`config.mk`:
```
export PLATFORM = sky130hd
export DESIGN_NAME = apb_req_arbiter
export DESIGN_NICKNAME = d
export VERILOG_FILES = /design/src/rtl/apb_arb_pkg.sv /design/src/rtl/apb_rr_arb2.sv /design/src/rtl/apb_req_arbiter.sv
export SDC_FILE = /design/constraint.sdc
export NUM_CORES = 1
export LEC_CHECK = 0
export CAP_MARGIN = 20
export CORE_MARGIN = 3
export CORE_UTILIZATION = 43
export CTS_BUF_LIST = sky130_fd_sc_hd__clkbuf_4 sky130_fd_sc_hd__clkbuf_8
export CTS_CLUSTER_DIAMETER = 80
export DETAILED_ROUTE_END_ITERATION = 12
export HOLD_SLACK_MARGIN = 0.08
export PLACE_DENSITY = 0.95
export SYNTH_ARGS = -nofsm -noshare
export SYNTH_HDL_FRONTEND = slang
export SYNTH_SLANG_ARGS = --single-unit
export TNS_END_PERCENT = 10
```
`constraint.sdc`:
```
create_clock -name pclk -period 5.15 [get_ports pclk]
set_input_delay 0.515 -clock pclk [delete_from_list [all_inputs] [get_ports pclk]]
set_output_delay 0.515 -clock pclk [all_outputs]
set_load 0.02 [all_outputs]
```
`src/rtl/apb_arb_pkg.sv`:
```
// Shared types and constants for the APB request arbiter.
//   state_e : transfer sequencer states (IDLE, SETUP, ACCESS, RESP)
//   grant_e : which requester owns the current transfer
//   PPROT_DEFAULT : pprot value driven out of reset
package apb_arb_pkg;

    typedef enum logic [1:0] {
        IDLE,
        SETUP,
        ACCESS,
        RESP
    } state_e;

    typedef enum logic {
        GNT_WR,
        GNT_RD
    } grant_e;

    localparam logic [2:0] PPROT_DEFAULT = 3'b000;

endpackage

```
`src/rtl/apb_rr_arb2.sv`:
```
// Two-input round-robin arbiter.
//   clk        : clock, rising edge
//   rst        : synchronous active-high reset (last grant returns to read side)
//   req[1:0]   : requests, bit 0 = write side, bit 1 = read side
//   update     : record the current grant as the last grant
//   gnt[1:0]   : one-hot grant, combinational from req and last grant
module apb_rr_arb2
    import apb_arb_pkg::*;
(
    input  logic       clk,
    input  logic       rst,
    input  logic [1:0] req,
    input  logic       update,
    output logic [1:0] gnt
);

    grant_e last_grant;

    // A single requester always wins; on a tie the side that did not go last wins.
    always_comb begin
        gnt = req;
        if (req == 2'b11) begin
            gnt = (last_grant == GNT_RD) ? 2'b01 : 2'b10;
        end
    end

    always_ff @(posedge clk) begin
        if (rst) begin
            last_grant <= GNT_RD;
        end else if (update) begin
            last_grant <= gnt[1] ? GNT_RD : GNT_WR;
        end
    end

endmodule

```
`src/rtl/apb_req_arbiter.sv`:
```
// Shares one APB master port between a write requester and a read requester.
// One transfer in flight at a time; ties are resolved round-robin (write first
// after reset). The response is held until the granted side accepts it.
//
// Ports:
//   pclk, preset                   : clock, synchronous active-high reset
//   wr_req_* / wr_addr..wr_prot    : write request handshake and payload
//   wr_rsp_valid/ready/err         : write response
//   rd_req_* / rd_addr, rd_prot    : read request handshake and payload
//   rd_rsp_valid/ready/data/err    : read response (data holds its last value)
//   paddr..pstrb, pselx, penable   : APB request
//   pready, prdata, pslverr        : APB completer response
//
// Build option: define APB_TIMEOUT_EN to end an ACCESS phase with an error
// response after TIMEOUT_CYCLES wait cycles without pready.
module apb_req_arbiter
    import apb_arb_pkg::*;
#(
    parameter int unsigned ADDR_WIDTH     = 32,
    parameter int unsigned DATA_WIDTH     = 32,
    parameter int unsigned TIMEOUT_CYCLES = 256
) (
    input  logic                    pclk,
    input  logic                    preset,

    input  logic                    wr_req_valid,
    output logic                    wr_req_ready,
    input  logic [ADDR_WIDTH-1:0]   wr_addr,
    input  logic [DATA_WIDTH-1:0]   wr_data,
    input  logic [DATA_WIDTH/8-1:0] wr_strb,
    input  logic [2:0]              wr_prot,
    output logic                    wr_rsp_valid,
    input  logic                    wr_rsp_ready,
    output logic                    wr_rsp_err,

    input  logic                    rd_req_valid,
    output logic                    rd_req_ready,
    input  logic [ADDR_WIDTH-1:0]   rd_addr,
    input  logic [2:0]              rd_prot,
    output logic                    rd_rsp_valid,
    input  logic                    rd_rsp_ready,
    output logic [DATA_WIDTH-1:0]   rd_rsp_data,
    output logic                    rd_rsp_err,

    output logic [ADDR_WIDTH-1:0]   paddr,
    output logic [2:0]              pprot,
    output logic                    pselx,
    output logic                    penable,
    output logic                    pwrite,
    output logic [DATA_WIDTH-1:0]   pwdata,
    output logic [DATA_WIDTH/8-1:0] pstrb,
    input  logic                    pready,
    input  logic [DATA_WIDTH-1:0]   prdata,
    input  logic                    pslverr
);

    if (TIMEOUT_CYCLES < 1) begin : g_bad_timeout
        $error("TIMEOUT_CYCLES must be >= 1");
    end

    state_e                  state, state_next;
    grant_e                  gnt_q;
    logic [1:0]              arb_req, arb_gnt;
    logic                    accept, wr_sel, xfer_done, timeout_hit, rsp_taken;
    logic [ADDR_WIDTH-1:0]   paddr_q;
    logic [2:0]              pprot_q;
    logic                    pwrite_q;
    logic [DATA_WIDTH-1:0]   pwdata_q;
    logic [DATA_WIDTH/8-1:0] pstrb_q;
    logic                    rsp_err_q;
    logic [DATA_WIDTH-1:0]   rd_data_q;

    // Requests reach the arbiter only in IDLE, so ready is low everywhere else.
    assign arb_req = (state == IDLE) ? {rd_req_valid, wr_req_valid} : 2'b00;

    apb_rr_arb2 u_arb (
        .clk    (pclk),
        .rst    (preset),
        .req    (arb_req),
        .update (accept),
        .gnt    (arb_gnt)
    );

    assign wr_req_ready = arb_gnt[0];
    assign rd_req_ready = arb_gnt[1];
    assign wr_sel       = arb_gnt[0];
    assign accept       = |arb_gnt;
    assign xfer_done    = (state == ACCESS) && pready;
    assign rsp_taken    = (state == RESP) &&
                          ((gnt_q == GNT_WR) ? wr_rsp_ready : rd_rsp_ready);

`ifdef APB_TIMEOUT_EN
    localparam int unsigned      TMO_W    = $clog2(TIMEOUT_CYCLES + 1);
    localparam logic [TMO_W-1:0] TMO_LAST = TMO_W'(TIMEOUT_CYCLES - 1);

    logic [TMO_W-1:0] tmo_cnt;

    // Counts ACCESS cycles without pready; cleared in SETUP so it starts at 0.
    always_ff @(posedge pclk) begin
        if (preset || state == SETUP) begin
            tmo_cnt <= '0;
        end else if (state == ACCESS && !pready) begin
            tmo_cnt <= tmo_cnt + 1'b1;
        end
    end

    assign timeout_hit = (state == ACCESS) && !pready && (tmo_cnt == TMO_LAST);
`else
    assign timeout_hit = 1'b0;
`endif

    always_comb begin
        state_next   = state;
        pselx        = 1'b0;
        penable      = 1'b0;
        wr_rsp_valid = 1'b0;
        rd_rsp_valid = 1'b0;
        case (state)
            IDLE: begin
                if (accept) state_next = SETUP;
            end
            SETUP: begin
                pselx      = 1'b1;
                state_next = ACCESS;
            end
            ACCESS: begin
                pselx   = 1'b1;
                penable = 1'b1;
                if (xfer_done || timeout_hit) state_next = RESP;
            end
            RESP: begin
                wr_rsp_valid = (gnt_q == GNT_WR);
                rd_rsp_valid = (gnt_q == GNT_RD);
                if (rsp_taken) state_next = IDLE;
            end
            default: state_next = IDLE;
        endcase
    end

    always_ff @(posedge pclk) begin
        if (preset) begin
            state     <= IDLE;
            gnt_q     <= GNT_WR;
            paddr_q   <= '0;
            pprot_q   <= PPROT_DEFAULT;
            pwrite_q  <= 1'b0;
            pwdata_q  <= '0;
            pstrb_q   <= '0;
            rsp_err_q <= 1'b0;
            rd_data_q <= '0;
        end else begin
            state <= state_next;
            if (accept) begin
                gnt_q    <= wr_sel ? GNT_WR : GNT_RD;
                paddr_q  <= wr_sel ? wr_addr : rd_addr;
                pprot_q  <= wr_sel ? wr_prot : rd_prot;
                pwrite_q <= wr_sel;
                pwdata_q <= wr_sel ? wr_data : '0;
                pstrb_q  <= wr_sel ? wr_strb : '0;
            end
            // pready/pslverr are only looked at in ACCESS; pready beats a timeout.
            if (xfer_done) begin
                rsp_err_q <= pslverr;
                if (gnt_q == GNT_RD) rd_data_q <= prdata;
            end else if (timeout_hit) begin
                rsp_err_q <= 1'b1;
                if (gnt_q == GNT_RD) rd_data_q <= '0;
            end
        end
    end

    assign paddr       = paddr_q;
    assign pprot       = pprot_q;
    assign pwrite      = pwrite_q;
    assign pwdata      = pwdata_q;
    assign pstrb       = pstrb_q;
    assign wr_rsp_err  = wr_rsp_valid & rsp_err_q;
    assign rd_rsp_err  = rd_rsp_valid & rsp_err_q;
    assign rd_rsp_data = rd_data_q;

endmodule
```
==> flow_results.org <==
** Power and ir drop
- Dividing total power by cell area gives a power density of 405 nW/µm².
- The worst-case IR drop observed on VDD is 201 µV.
- Overall power :: 0.00298 W
- In this run the static leakage power is 2.60 nW.

** Placed design
- Placed cells :: 868
- Port buffering added 257 buffers.
- Detailed-placement wirelength estimate :: 11.3 mm
- Pre-CTS setup slack :: 2250 ps
- Routability-driven placement finished with a final weighted congestion of 0.831.

** Synthesis
- Summing the sequential cell areas from Yosys gives 48.2% of the chip area.
- Number of synthesized register bits :: 109
- The Yosys step of the flow raised 0 warnings.
- Average cell area after synthesis :: 8.59 µm²
- Of the post-synthesis cell area, the dominant cell type holds 48.2%.
- When the netlist entered floorplanning its net count stood at 677.
- The synthesized netlist occupies a cell area of 4530 µm².
- Summed over all instances, the cell type with the most area after synthesis is sky130_fd_sc_hd__dfxtp_1.
- After synthesis, the netlist uses 34 different library cells.
- After synthesis, the cell types taking the most area are sky130_fd_sc_hd__dfxtp_1, sky130_fd_sc_hd__nand2_1, sky130_fd_sc_hd__a21oi_1.
- Post-synthesis instance total :: 527

** Clocking
- Clock sink total :: 109
- Clock tree synthesis inserted a total of 9 buffers.
- Master cell of the clock root buffer :: sky130_fd_sc_hd__clkbuf_8
- Setup Buffers After CTS :: 0
- CTS clock-pin slew for the worst setup and hold paths :: 100 ps
- The number of gates resized after CTS was 0.
- The H-tree was split into 3 levels.
- After clock tree synthesis, the flow added hold-fix buffers numbering 0.
- CTS tree :: done
- Largest buffer count on any clock path :: 2
- The later pin in the worst-skew pair is clocked with a latency of 360 ps.

** STA
- The number of max-slew violations in the final report is 0.
- In the finished design, the share of the clock period the worst path needs comes to 60.6%.
- Worst slew margin :: 52.1%
- Post-route setup slack :: 2030 ps
- For this run, the top clock speed supported by timing is 321 MHz.
- Setup repair after global routing missed its margin :: false
- At the pin with the least slew margin, the transition time is 718 ps.
- Across the routed clock network, the largest skew measured is 11.5 ps.
- The final hold violation count came to 0.
- For the final routed database, the setup TNS stands at 0 ps.
- Setup violations remaining at the end of the flow were counted as 0.
- The clock period could shrink to 3120 ps.

** Global routing
- Vias in the first global route :: 4942
- Pin count of the biggest net entering global routing :: 114
- Number of antenna violations at the first check in global routing :: 0
- Global routing used 25.6% of the available tracks across all layers.
- Wire length of the first global-routing pass :: 24.2 mm
- Overall overflow remaining after global route :: 0

** Floorplanning
- Y dimension of the die :: 109 µm
- Core Region :: 10000 µm²
- The floorplan step defined a die boundary enclosing 11800 µm².
- Starting utilization of the core area :: 45.3%
- From left edge to right edge, the die measures 109 µm.
- 258 I/O pins were placed.
- Number of placement rows :: 36

** Finish
- Ratio of cells with drive above 1 in the final layout :: 5.70%
- Layout net count :: 899
- Leading cell type in the layout, fill and taps excluded :: sky130_fd_sc_hd__clkdlybuf4s50_1
- Final cell count without fillers :: 887
- Diodes inserted :: 0
- Compared with the post-synthesis result, the final layout area differs by 62.8%.
- In the layout the commonest cells are sky130_fd_sc_hd__clkdlybuf4s50_1, sky130_fd_sc_hd__dfxtp_1, sky130_fd_sc_hd__nand2_1.

** Routing
- Before antenna repair, the detailed router went through 5 iterations.
- After detailed routing, the average wire length per cell comes to 18.0 µm.
- Sum of routed wire length over all layers :: 15.9 mm
- Via count :: 4967
- The detailed router finished its first iteration with 310 violations.
- # DRC :: 0
- Via-per-instance ratio :: 5.60
- Post-detailed-route count of antenna-violating nets :: 0

** Min path
- Class of the tightest hold or removal check :: reg2reg
- Counting instances, the worst hold path has a depth of 2.

** Worst setup path
- Length in cells of the worst reg-to-reg path :: 7
- Worst-path maximum fanout :: 68
- Arrival time at the worst endpoint :: 2600 ps
- Class of the most critical setup path :: reg2out
- The worst setup path is captured at an output pin.
- For the worst setup path, the data required time is 4640 ps.
- STA classifies the critical path startpoint as a flop.

** Outcome
- The run finished with clean final reports.

** Flow run
- Max cap viols :: 0
==> worst max-delay path, stage by stage (launching register included) <==
cell and delay (ps):
sky130_fd_sc_hd__dfxtp_1 340, sky130_fd_sc_hd__inv_1 110, sky130_fd_sc_hd__ha_2 210, sky130_fd_sc_hd__buf_4 570, sky130_fd_sc_hd__nand2_1 170, sky130_fd_sc_hd__a21oi_1 160, sky130_fd_sc_hd__clkdlybuf4s50_1 670
==> per-stage QoR <==
stage | util, % | hold WS (ps) | instance area (µm²)
floorplan | - | 440 | 4530
global placement | 70.7 | 441 | 7070
detailed placement | 71.0 | 446 | 7100
CTS | 73.0 | 461 | 7300
global route | 73.7 | 486 | 7370
finish | 73.7 | 459 | 7370
==> path summary, 6_finish.rpt <==
path / start / end / slack (ps)
min: rd_rsp_data[21] / rd_rsp_data[21] / 460
max reg2reg: state[0] / paddr[17] / 2570
max: state[0] / rd_req_ready / 2030
min reg2reg: rd_rsp_data[21] / rd_rsp_data[21] / 460
==> registers in the layout, summed over array words and instances, names as in the netlist <==
name / cells
pwdata: 32
u_arb.last_grant: 1
pprot: 3
gnt_q: 1
pwrite: 1
rd_rsp_data: 32
pstrb: 4
paddr: 32
rsp_err_q: 1
state: 2
==> power breakdown <==
| group | switching [W] | internal, W |
|---|---|---|
| Sequential | 0.000101 | 0.00101 |
| Combinational | 0.000746 | 0.000598 |
| Clock | 0.000297 | 0.000226 |
==> cells by family after synthesis <==
group / count (synthesis) / synth area share, %
DFF: 109 / 48.2
adders and majority gates: 4 / 1.11
buffers and inverters: 80 / 7.27
muxes: 3 / 0.664
and+or+nand+nor: 193 / 20.0
AOI/OAI and AO/OA: 138 / 22.8
==> cells in the mapped netlist <==
cell type,n
sky130_fd_sc_hd__ha_1,4
sky130_fd_sc_hd__a21oi_1,71
sky130_fd_sc_hd__a2111oi_2,12
sky130_fd_sc_hd__nor3b_1,12
sky130_fd_sc_hd__a21boi_0,1
sky130_fd_sc_hd__a31oi_1,1
sky130_fd_sc_hd__clkbuf_1,27
sky130_fd_sc_hd__inv_1,25
sky130_fd_sc_hd__buf_1,7
sky130_fd_sc_hd__a222oi_1,1
sky130_fd_sc_hd__o2bb2ai_1,2
sky130_fd_sc_hd__o21ai_1,1
sky130_fd_sc_hd__and2_1,2
sky130_fd_sc_hd__a2111oi_0,3
sky130_fd_sc_hd__mux2i_1,3
sky130_fd_sc_hd__a2111oi_1,7
sky130_fd_sc_hd__nor2_1,26
sky130_fd_sc_hd__or2_1,1
sky130_fd_sc_hd__o21a_1,1
sky130_fd_sc_hd__dfxtp_1,109
sky130_fd_sc_hd__nand4_1,36
sky130_fd_sc_hd__nand3_1,2
sky130_fd_sc_hd__nand2_1,104
sky130_fd_sc_hd__a221o_1,11
sky130_fd_sc_hd__and4b_1,1
sky130_fd_sc_hd__nor2b_1,1
sky130_fd_sc_hd__nand2b_1,5
sky130_fd_sc_hd__and3_4,1
sky130_fd_sc_hd__a311oi_1,22
sky130_fd_sc_hd__buf_2,20
sky130_fd_sc_hd__and3_1,2
sky130_fd_sc_hd__a32oi_1,4
sky130_fd_sc_hd__buf_4,1
sky130_fd_sc_hd__o21bai_1,1
==> final cells by class <==
| type | count | area (µm²) |
|---|---|---|
| Fill cell | 689 | 2630 |
| Timing Repair Buffer | 266 | 2700 |
| Inverter | 25 | 93.8 |
| Multi-Input combinational cell | 338 | 2030 |
| Tap cell | 133 | 166 |
| Sequential cell | 109 | 2180 |
| Clock buffer | 13 | 173 |
| Clock inverter | 3 | 25.0 |
==> layer usage <==
metal / global-route usage (%) / share of wire (%) / wire, µm
met1: 29.1 / 37 / 5980
met2: 45.0 / 50 / 7910
met3: 7.34 / 9.5 / 1520
met4: 10.5 / 3.3 / 534
met5: 0 / 0 / 0
Power figures use the tool's default switching activity.
